===== config.mk =====
export PLATFORM = sky130hd
export DESIGN_NAME = mux4a1_serializer_flat
export DESIGN_NICKNAME = d
export VERILOG_FILES = /design/src/rtl/mux4a1_serializer_if.sv /design/src/rtl/mux4a1_serializer.sv /design/src/flat_wrapper.sv
export SDC_FILE = /design/constraint.sdc
export NUM_CORES = 1
export LEC_CHECK = 0
export ABC_AREA = 1
export BUFFER_PORTS_ARGS = -buffer_cell sky130_fd_sc_hd__buf_2
export CORE_MARGIN = 1
export CORE_UTILIZATION = 39
export CTS_BUF_LIST = sky130_fd_sc_hd__clkbuf_4 sky130_fd_sc_hd__clkbuf_8 sky130_fd_sc_hd__clkbuf_16
export DETAILED_ROUTE_END_ITERATION = 10
export GPL_ROUTABILITY_DRIVEN = 0
export PLACE_DENSITY = 0.67
export REMOVE_ABC_BUFFERS = 1
export SYNTH_ARGS = -nofsm -noshare
export SYNTH_HDL_FRONTEND = slang
export SYNTH_SLANG_ARGS = --single-unit

===== constraint.sdc =====
create_clock -name clkf -period 2.2 [get_ports clkf]
set_input_delay 0.44 -clock clkf [delete_from_list [all_inputs] [get_ports clkf]]
set_output_delay 0.44 -clock clkf [all_outputs]
set_load 0.005 [all_outputs]

===== src/rtl/mux4a1_serializer_if.sv =====
// mux4a1_serializer_if: lane inputs and serialized output bus of the MUX4a1 serializer
//   master: upstream/bench side; drives lanes and valids, observes outputs
//   slave : serializer side; samples lanes, drives capture_en/data_out/valid_out/frame_out/phase
interface mux4a1_serializer_if #(parameter int WIDTH = 8);
    logic [WIDTH-1:0] in0, in1, in2, in3;
    logic             valid0, valid1, valid2, valid3;
    logic             capture_en;
    logic [WIDTH-1:0] data_out;
    logic             valid_out;
    logic             frame_out;
    logic [1:0]       phase;

    modport master (
        output in0, in1, in2, in3, valid0, valid1, valid2, valid3,
        input  capture_en, data_out, valid_out, frame_out, phase
    );

    modport slave (
        input  in0, in1, in2, in3, valid0, valid1, valid2, valid3,
        output capture_en, data_out, valid_out, frame_out, phase
    );
endinterface


===== src/rtl/mux4a1_serializer.sv =====
// mux4a1_serializer: samples four WIDTH-bit lanes every fourth clkf edge and emits them lane 0..3
//   clkf  : clock, rising edge
//   reset : synchronous, active-low
//   bus   : slave side of mux4a1_serializer_if (lanes in, serialized byte/valid/frame/phase out)
module mux4a1_serializer #(
    parameter int WIDTH = 8
) (
    input logic                 clkf,
    input logic                 reset,
    mux4a1_serializer_if.slave  bus
);
    logic [1:0]       phase;
    logic [WIDTH-1:0] hold [4];
    logic [3:0]       hvalid;
    logic [WIDTH-1:0] data_q;
    logic             valid_q;
    logic             frame_q;

    // Output stage reads the pre-edge hold registers, so at the phase-3 edge
    // lane 3 of the old word goes out while the new word is captured.
    always_ff @(posedge clkf) begin
        if (!reset) begin
            phase   <= 2'd0;
            for (int i = 0; i < 4; i++) hold[i] <= '0;
            hvalid  <= 4'd0;
            data_q  <= '0;
            valid_q <= 1'b0;
            frame_q <= 1'b0;
        end else begin
            phase <= phase + 2'd1;
            if (phase == 2'd3) begin
                hold[0] <= bus.in0;
                hold[1] <= bus.in1;
                hold[2] <= bus.in2;
                hold[3] <= bus.in3;
                hvalid  <= {bus.valid3, bus.valid2, bus.valid1, bus.valid0};
            end
            data_q  <= hvalid[phase] ? hold[phase] : '0;
            valid_q <= hvalid[phase];
            frame_q <= phase == 2'd0;
        end
    end

    assign bus.capture_en = phase == 2'd3;
    assign bus.data_out   = data_q;
    assign bus.valid_out  = valid_q;
    assign bus.frame_out  = frame_q;
    assign bus.phase      = phase;
endmodule


===== src/flat_wrapper.sv =====
// flat-port wrapper written by rule: the top's interface ports become plain ports
module mux4a1_serializer_flat 
#(
    parameter int WIDTH = 8
)
  (clkf, reset, bus_in0, bus_in1, bus_in2, bus_in3, bus_valid0, bus_valid1, bus_valid2, bus_valid3, bus_capture_en, bus_data_out, bus_valid_out, bus_frame_out, bus_phase);
  mux4a1_serializer_if #(.WIDTH(WIDTH)) bus_i ();
  input logic clkf;
  input logic reset;
  input wire logic [$bits(bus_i.in0)-1:0] bus_in0;
  input wire logic [$bits(bus_i.in1)-1:0] bus_in1;
  input wire logic [$bits(bus_i.in2)-1:0] bus_in2;
  input wire logic [$bits(bus_i.in3)-1:0] bus_in3;
  input wire logic [$bits(bus_i.valid0)-1:0] bus_valid0;
  input wire logic [$bits(bus_i.valid1)-1:0] bus_valid1;
  input wire logic [$bits(bus_i.valid2)-1:0] bus_valid2;
  input wire logic [$bits(bus_i.valid3)-1:0] bus_valid3;
  output wire logic [$bits(bus_i.capture_en)-1:0] bus_capture_en;
  output wire logic [$bits(bus_i.data_out)-1:0] bus_data_out;
  output wire logic [$bits(bus_i.valid_out)-1:0] bus_valid_out;
  output wire logic [$bits(bus_i.frame_out)-1:0] bus_frame_out;
  output wire logic [$bits(bus_i.phase)-1:0] bus_phase;
  assign bus_i.in0 = bus_in0;
  assign bus_i.in1 = bus_in1;
  assign bus_i.in2 = bus_in2;
  assign bus_i.in3 = bus_in3;
  assign bus_i.valid0 = bus_valid0;
  assign bus_i.valid1 = bus_valid1;
  assign bus_i.valid2 = bus_valid2;
  assign bus_i.valid3 = bus_valid3;
  assign bus_capture_en = bus_i.capture_en;
  assign bus_data_out = bus_i.data_out;
  assign bus_valid_out = bus_i.valid_out;
  assign bus_frame_out = bus_i.frame_out;
  assign bus_phase = bus_i.phase;
  mux4a1_serializer #(.WIDTH(WIDTH)) u_core (.clkf(clkf), .reset(reset), .bus(bus_i));
endmodule

After elaboration in Yosys (flattened, before gate mapping)
Memories as Yosys holds them, arrays and structs flattened. A register that Yosys moved wholly into a read port is not among the register bits.
Index checks and enable logic that the tools add are counted.
Widths: inputs -> output; s select.
{"block": "totals", "register_bits": 8, "mem_bits_rw": 32, "inputBits": 38, "output_inout_bits": 13, "memories": 1}
{"memory": "u_core.hold", "words": 4, "width": 8, "rd": 1, "rd_clocked_by_memory_dff": 1, "wr": 4, "line": "mux4a1_serializer.sv:13", "rtl": "logic [WIDTH-1:0] hold [4];"}
{"block": "op_classes", "addsub": 1, "magnitude_cmp": 1, "eq_ne": 1, "n_mux": 10, "bitwise": 4, "n_reduce_logical": 3}
{"operator": "$mux 8", "n": 4}
{"operator": "$mux 1", "n": 5}
{"operator": "$or 1x1->1", "n": 4}
{"operator": "$lt 2x3->1 const B", "n": 1}
{"operator": "$add 2x1->2 const B", "n": 1}
{"operator": "$bmux 1 s2", "n": 1}
{"operator": "$eq 2x2->1 const B", "n": 1}
{"operator": "$logic_not 2->1", "n": 1}
{"operator": "$reduce_and 2->1", "n": 1}
{"operator": "$logic_not 1->1", "n": 1}

Longest topological paths before layout
Gate-level depths: netlist of run 1.
{"block": "depth", "depth_word": 5, "depth_mapped": 7}

Least setup slack after synthesis of run 1
No wires, ideal clock.
{"block": "synth_path", "kind": "input to register", "from": "input port reset", "to": "memory u_core.hold[0][0] (enable)", "arrival_ns": 1.103, "t_required_ns": 1.825, "path_slack_ns": 0.722, "stages": 3, "n_path_buf": 1, "cell_sequence": "buf_2 -> inv_1 -> or2_2"}
{"item": "from (decl)", "line": "flat_wrapper.sv:9", "rtl": "input logic reset;"}
{"item": "to (decl)", "line": "mux4a1_serializer.sv:13"}

Worst setup path after layout of run 1
{"block": "layout_path", "from": "register u_core.phase[0], in the netlist u_core.bus.phase[0]", "to": "output port bus_phase[0]"}
{"item": "from (decl)", "line": "mux4a1_serializer.sv:12", "rtl": "logic [1:0] phase;"}
{"item": "from (signal assigned)", "line": "mux4a1_serializer.sv:30", "rtl": "phase <= phase + 2'd1;"}
{"item": "to (decl)", "line": "flat_wrapper.sv:22", "rtl": "output wire logic [$bits(bus_i.phase)-1:0] bus_phase;"}
No word-level cell between the ends.

==> flow_summary.ini, run 1 <==
[outcome]
status = finished, final reports clean

[floorplan]
die_area_um2 = 5914
initial_core_util_pct = 41.52
core_um2 = 5270
rows = 26
io_pins = 51
fp.dieH_um = 76.91
die_w_um = 76.91

[sta]
fin_ws_ns = 0.6796
maxSlewHeadroom_pct = 52.17
tightest_slew_ns = 0.7175
fin_tns_setup_ns = 0
setup_violations = 0
finalHoldViolCount = 0
fin_skew_ns = 0.004956
final-max-slew-violation-count = 0
finalCriticalPeriod_ns = 1.520
post-route-period-util_pct = 69.11
fmaxAchievable_mhz = 657.7
rsz0062_at_grt = false

[critical_path]
worst-path-max-fanout = 22
end_kind = output port
ff2ff_setup_slack_ns = 0.71
critPathCapture = bus_phase[0]
r2r_end = u_core.hold[3][6]
cp.required_ns = 1.76
criticalPathCategory = reg -> out
start_kind = flop
cp.arrival_ns = 1.08
r2r-start = u_core.bus.phase[0]
worstSetupStartpoint = u_core.bus.phase[0]
ff2ff_path_depth = 2

[routing]
first_iter_violations = 75
totalWireLength_mm = 3.697
via_count = 1593
ant_nets = 0
wire_per_inst_um = 9.678
first_pass_iters = 6
viasPerCell = 4.170
drc = 0

[clock_tree]
cts_resized = 0
htreeDepth = 2
clkTransAtPathRegs_ns = 0.08
clockBufferDepth = 2
postCtsHoldBufs = 0
cts_setup_buffers = 0
ctsRootBufferMaster = clkbuf_8
cts_tree = built
insertion_delay_ns = 0.29
cts_buffers = 5
cts_sinks = 48

[synth]
synth.yosys.seq_area_share_pct = 58.55
yosysTopAreaCellShare_pct = 43.91
yosys.area.top_type = edfxtp_1
syn_area_um2 = 2188
ys_warn_count = 0
netlist_instances = 259
ys_ff_latch = 48
synth_cell_type_count = 16
synth_area_leaders = edfxtp_1, dfxtp_1, inv_1
synth.avg_cell_area_um2 = 8.449

[grt]
antenna_found_initial = 0
grt_pass1_vias = 1536
grt_overflow = 0
grt_max_degree = 33
grt_first_pass_wirelength_mm = 6.251
grt_use_total_pct = 13.53

[final_layout]
syn2layout_area_growth_pct = 18.41
nFillCells = 518
nets = 352
multiInputGateArea_um2 = 521.8
antenna_cells = 0
seq_area_um2 = 1281
drive_above_1_share_pct = 21.79

[placed_design]
dpl.hpwl_mm = 2.446
io_buffers = 50
dpl_worst_slack_ns = 0.5456

[min_path]
hold_path_class = in -> reg

[pwr]
vdd_ir_drop_max_mv = 0.2746
power_density_nw_per_um2 = 723.1
p_leak_nw = 1.424

[run]
maxCapViolations = 0
[how the worst min path moves through the flow]
stage / from / to / slack, ns / cells past startpoint
floorplan: u_core.hvalid[0] / u_core.hvalid[0] / 0.43 / 2
global placement: u_core.hvalid[1] / u_core.hvalid[1] / 0.44 / 2
detailed placement: u_core.hvalid[1] / u_core.hvalid[1] / 0.45 / 2
CTS: bus_valid2 / u_core.hvalid[2] / 0.43 / 3
global route: bus_in3[3] / u_core.hold[3][3] / 0.44 / 3
finish: bus_in3[2] / u_core.hold[3][2] / 0.44 / 3
[worst max-delay path: stages, from the launching register on]
cell and delay [ns]:
dfxtp_1 0.34, buf_4 0.28, buf_2 0.17
[flip-flops by register name, indices dropped and copies added (netlist names)]
signal                cells
u_core.hold              32
u_core.bus.data_out       8
u_core.hvalid             4
u_core.bus.phase          2
u_core.bus.frame_out      1
u_core.bus.valid_out      1
[cell families (layout without fill, tap and decap cells)]
| logic type | after synthesis | in the layout | synth area share, % |
|---|---|---|---|
| compound gates | 8 | 8 | 1.830 |
| fa+ha+maj | 3 | 3 | 1.715 |
| buf+inv | 91 | 144 | 17.61 |
| flops | 48 | 48 | 58.55 |
| simple gates | 109 | 109 | 20.30 |
[layer usage]
layer / vias up / global-route usage (%) / part of all wire [%]
li1: 850 / - / -
met1: 697 / 14.62 / 43
met2: 40 / 24.91 / 50
met3: 6 / 3.929 / 5.1
met4: 0 / 4.615 / 1.4
met5: - / 0 / 0
[power by group]
part | internal, mW | switching (mW) | leakage [nW] | total (mW)
combinational | 0.0876 | 0.138 | 0.901 | 0.226
sequential | 1.02 | 0.0131 | 0.464 | 1.03
clock | 0.349 | 0.269 | 0.0586 | 0.619
total | 1.45 | 0.420 | 1.42 | 1.87
[cells in the final DEF (no fill, tap or decap)]
master     netlist  routed
inv_1           81      81
buf_2            4      50
nand2_1         45      45
nor2_1          41      41
edfxtp_1        32      32
nand3_1         18      18
dfxtp_1         16      16
clkbuf_8         0       5
nand2_2          4       4
o21ai_0          4       4
a21oi_1          4       4
ha_1             3       3
buf_4            0       3
inv_2            1       1
inv_6            1       1
or2_2            1       1
clkbuf_4         0       1
clkinv_2         0       1
bufinv_16        0       1
[cells in the mapped netlist, drive strengths merged]
cell,instances
a21oi,4
buf,8
dfxtp,16
edfxtp,32
ha,3
inv,83
nand2,49
nand3,18
nor2,41
o21ai,4
or2,1
[stage by stage]
step | utilization (%) | cells | hold slack, ns | power (mW) | instance area (µm²)
after floorplan | - | 251 | 0.4286 | 1.187 | 2120
after global placement | 47.06 | 374 | 0.4431 | 1.272 | 2480
after detailed placement | 47.06 | 374 | 0.4454 | 1.278 | 2480
after CTS | 49.17 | 382 | 0.4323 | 1.888 | 2591
after global routing | 49.17 | 382 | 0.4437 | 1.955 | 2591
final | 49.17 | 382 | 0.4369 | 1.874 | 2591
[final cells by class]
type	instances	area share, %
flip-flops and latches	48	49.44
multi-input cells	120	20.14
inverters	83	12.22
repair buffers	53	10.53
well taps	70	3.380
clock buffers	6	2.945
clock inverters	2	1.352
No activity file was read; power rests on OpenSTA's default activity.
==> inputs of run 2 (changes only) <==
==> constraint.sdc (replaced) <==
create_clock -name clkf -period 1.54 [get_ports clkf]
set_input_delay 0.308 -clock clkf [delete_from_list [all_inputs] [get_ports clkf]]
set_output_delay 0.308 -clock clkf [all_outputs]
set_load 0.005 [all_outputs]
==> flow_summary.ini, run 2 (same netlist as run 1, synthesis figures left out) <==
[placed_design]
io_buffers = 50
dpl_worst_slack_ns = 0.1961
dpl.hpwl_mm = 2.588

[grt]
grt_first_pass_wirelength_mm = 6.361
grt_overflow = 0
grt_use_total_pct = 13.66
grt_pass1_vias = 1525
grt_max_degree = 33
antenna_found_initial = 0

[floorplan]
die_area_um2 = 5914
fp.dieH_um = 76.91
io_pins = 51
rows = 26
die_w_um = 76.91
core_um2 = 5270
initial_core_util_pct = 41.52

[sta]
fin_tns_setup_ns = 0
tightest_slew_ns = 0.3320
finalCriticalPeriod_ns = 1.412
fin_ws_ns = 0.1277
post-route-period-util_pct = 91.71
maxSlewHeadroom_pct = 77.83
final-max-slew-violation-count = 0
finalHoldViolCount = 0
fin_skew_ns = 0.006404
rsz0062_at_grt = false
fmaxAchievable_mhz = 708.1
setup_violations = 0

[final_layout]
syn2layout_area_growth_pct = 19.61
drive_above_1_share_pct = 23.03
final_common_cell = inv_1
regMostFlops = u_core.hold
multiInputGateArea_um2 = 521.8
antenna_cells = 0
nFillCells = 517
largest_reg_flops = 32
seq_area_um2 = 1281
nets = 357
final_cell_mix = inv_1, buf_2, nand2_1

[clock_tree]
cts_tree = built
ctsRootBufferMaster = clkbuf_8
htreeDepth = 2
cts_resized = 0
cts_sinks = 48
cts_buffers = 5
insertion_delay_ns = 0.29
cts_setup_buffers = 0
postCtsHoldBufs = 0
clkTransAtPathRegs_ns = 0.09
clockBufferDepth = 2

[routing]
totalWireLength_mm = 3.625
drc = 0
first_iter_violations = 47
via_count = 1559
first_pass_iters = 4
wire_per_inst_um = 9.367
viasPerCell = 4.028
ant_nets = 0

[pwr]
vdd_ir_drop_max_mv = 0.3953
sw_frac_of_total_pct = 24.45
p_int_mw = 1.907
p_clk_share_pct = 28.4
switching_power_mw = 0.6172
power_density_nw_per_um2 = 964.2
p_leak_nw = 1.444
p_seq_share_pct = 58.4
combinationalPowerShare_pct = 13.2

[min_path]
hold_path_class = in -> reg

[critical_path]
worst-path-max-fanout = 15
end_kind = output port
cp.arrival_ns = 1.10
cp.required_ns = 1.23
start_kind = flop
criticalPathCategory = reg -> out

[outcome]
status = finished, final reports clean

[run]
maxCapViolations = 0
[run 2: changes by cell type in the layout (fill, tap and decap cells not counted), sizes merged]
cell    previous run  this run
bufinv             1         0
clkinv             1         3
clkbuf             6         5
buf               53        58
[run 2: worst max-delay path, stage by stage (launching register included)]
cell and delay (ns):
dfxtp_1 0.41, buf_4 0.25, buf_2 0.15
[run 2: power groups by stage]
stage / clock network, mW / registers [mW] / logic, mW
after floorplan: 0 / 1.52 / 0.178
after global placement: 0 / 1.50 / 0.332
after detailed placement: 0 / 1.50 / 0.337
after CTS: 0.735 / 1.47 / 0.340
after global routing: 0.793 / 1.48 / 0.390
final: 0.718 / 1.47 / 0.333
[run 2: per-layer routing]
metal | share of wire, % | global-route usage (%) | wire [µm] | vias to the layer above
li1 | - | - | - | 866
met4 | 0.39 | 3.269 | 14 | 0
met2 | 51 | 25.27 | 1839 | 39
met3 | 5.3 | 3.810 | 192 | 2
met5 | 0 | 0 | 0 | -
met1 | 44 | 15.31 | 1578 | 652
[run 2: through the flow]
stage | utilization (%) | hold slack, ns | power, mW | instances | instance area (µm²)
after floorplan | - | 0.4015 | 1.696 | 251 | 2120
after global placement | 48.01 | 0.4436 | 1.832 | 379 | 2530
after detailed placement | 48.01 | 0.4522 | 1.841 | 379 | 2530
after CTS | 49.67 | 0.2514 | 2.550 | 387 | 2618
after global routing | 49.67 | 0.2665 | 2.663 | 387 | 2618
final | 49.67 | 0.2596 | 2.524 | 387 | 2618
[run 2: final timing paths]
kind | startpoint | to | slack [ns] | cells past startpoint
setup / recovery | u_core.bus.phase[0] | bus_phase[0] | 0.13 | 2
setup reg to reg | u_core.bus.phase[0] | u_core.hold[0][2] | 0.19 | 3
hold / removal | reset | u_core.bus.phase[0] | 0.26 | 3
hold reg to reg | u_core.hvalid[3] | u_core.hvalid[3] | 0.47 | 2
[run 2: cell type report]
type | count | share of cell area [%]
Clock buffer | 5 | 2.629
Clock inverter | 3 | 0.7170
Inverter | 83 | 12.09
Multi-Input combinational cell | 120 | 19.93
Sequential cell | 48 | 48.95
Tap cell | 70 | 3.346
Timing Repair Buffer | 58 | 12.33
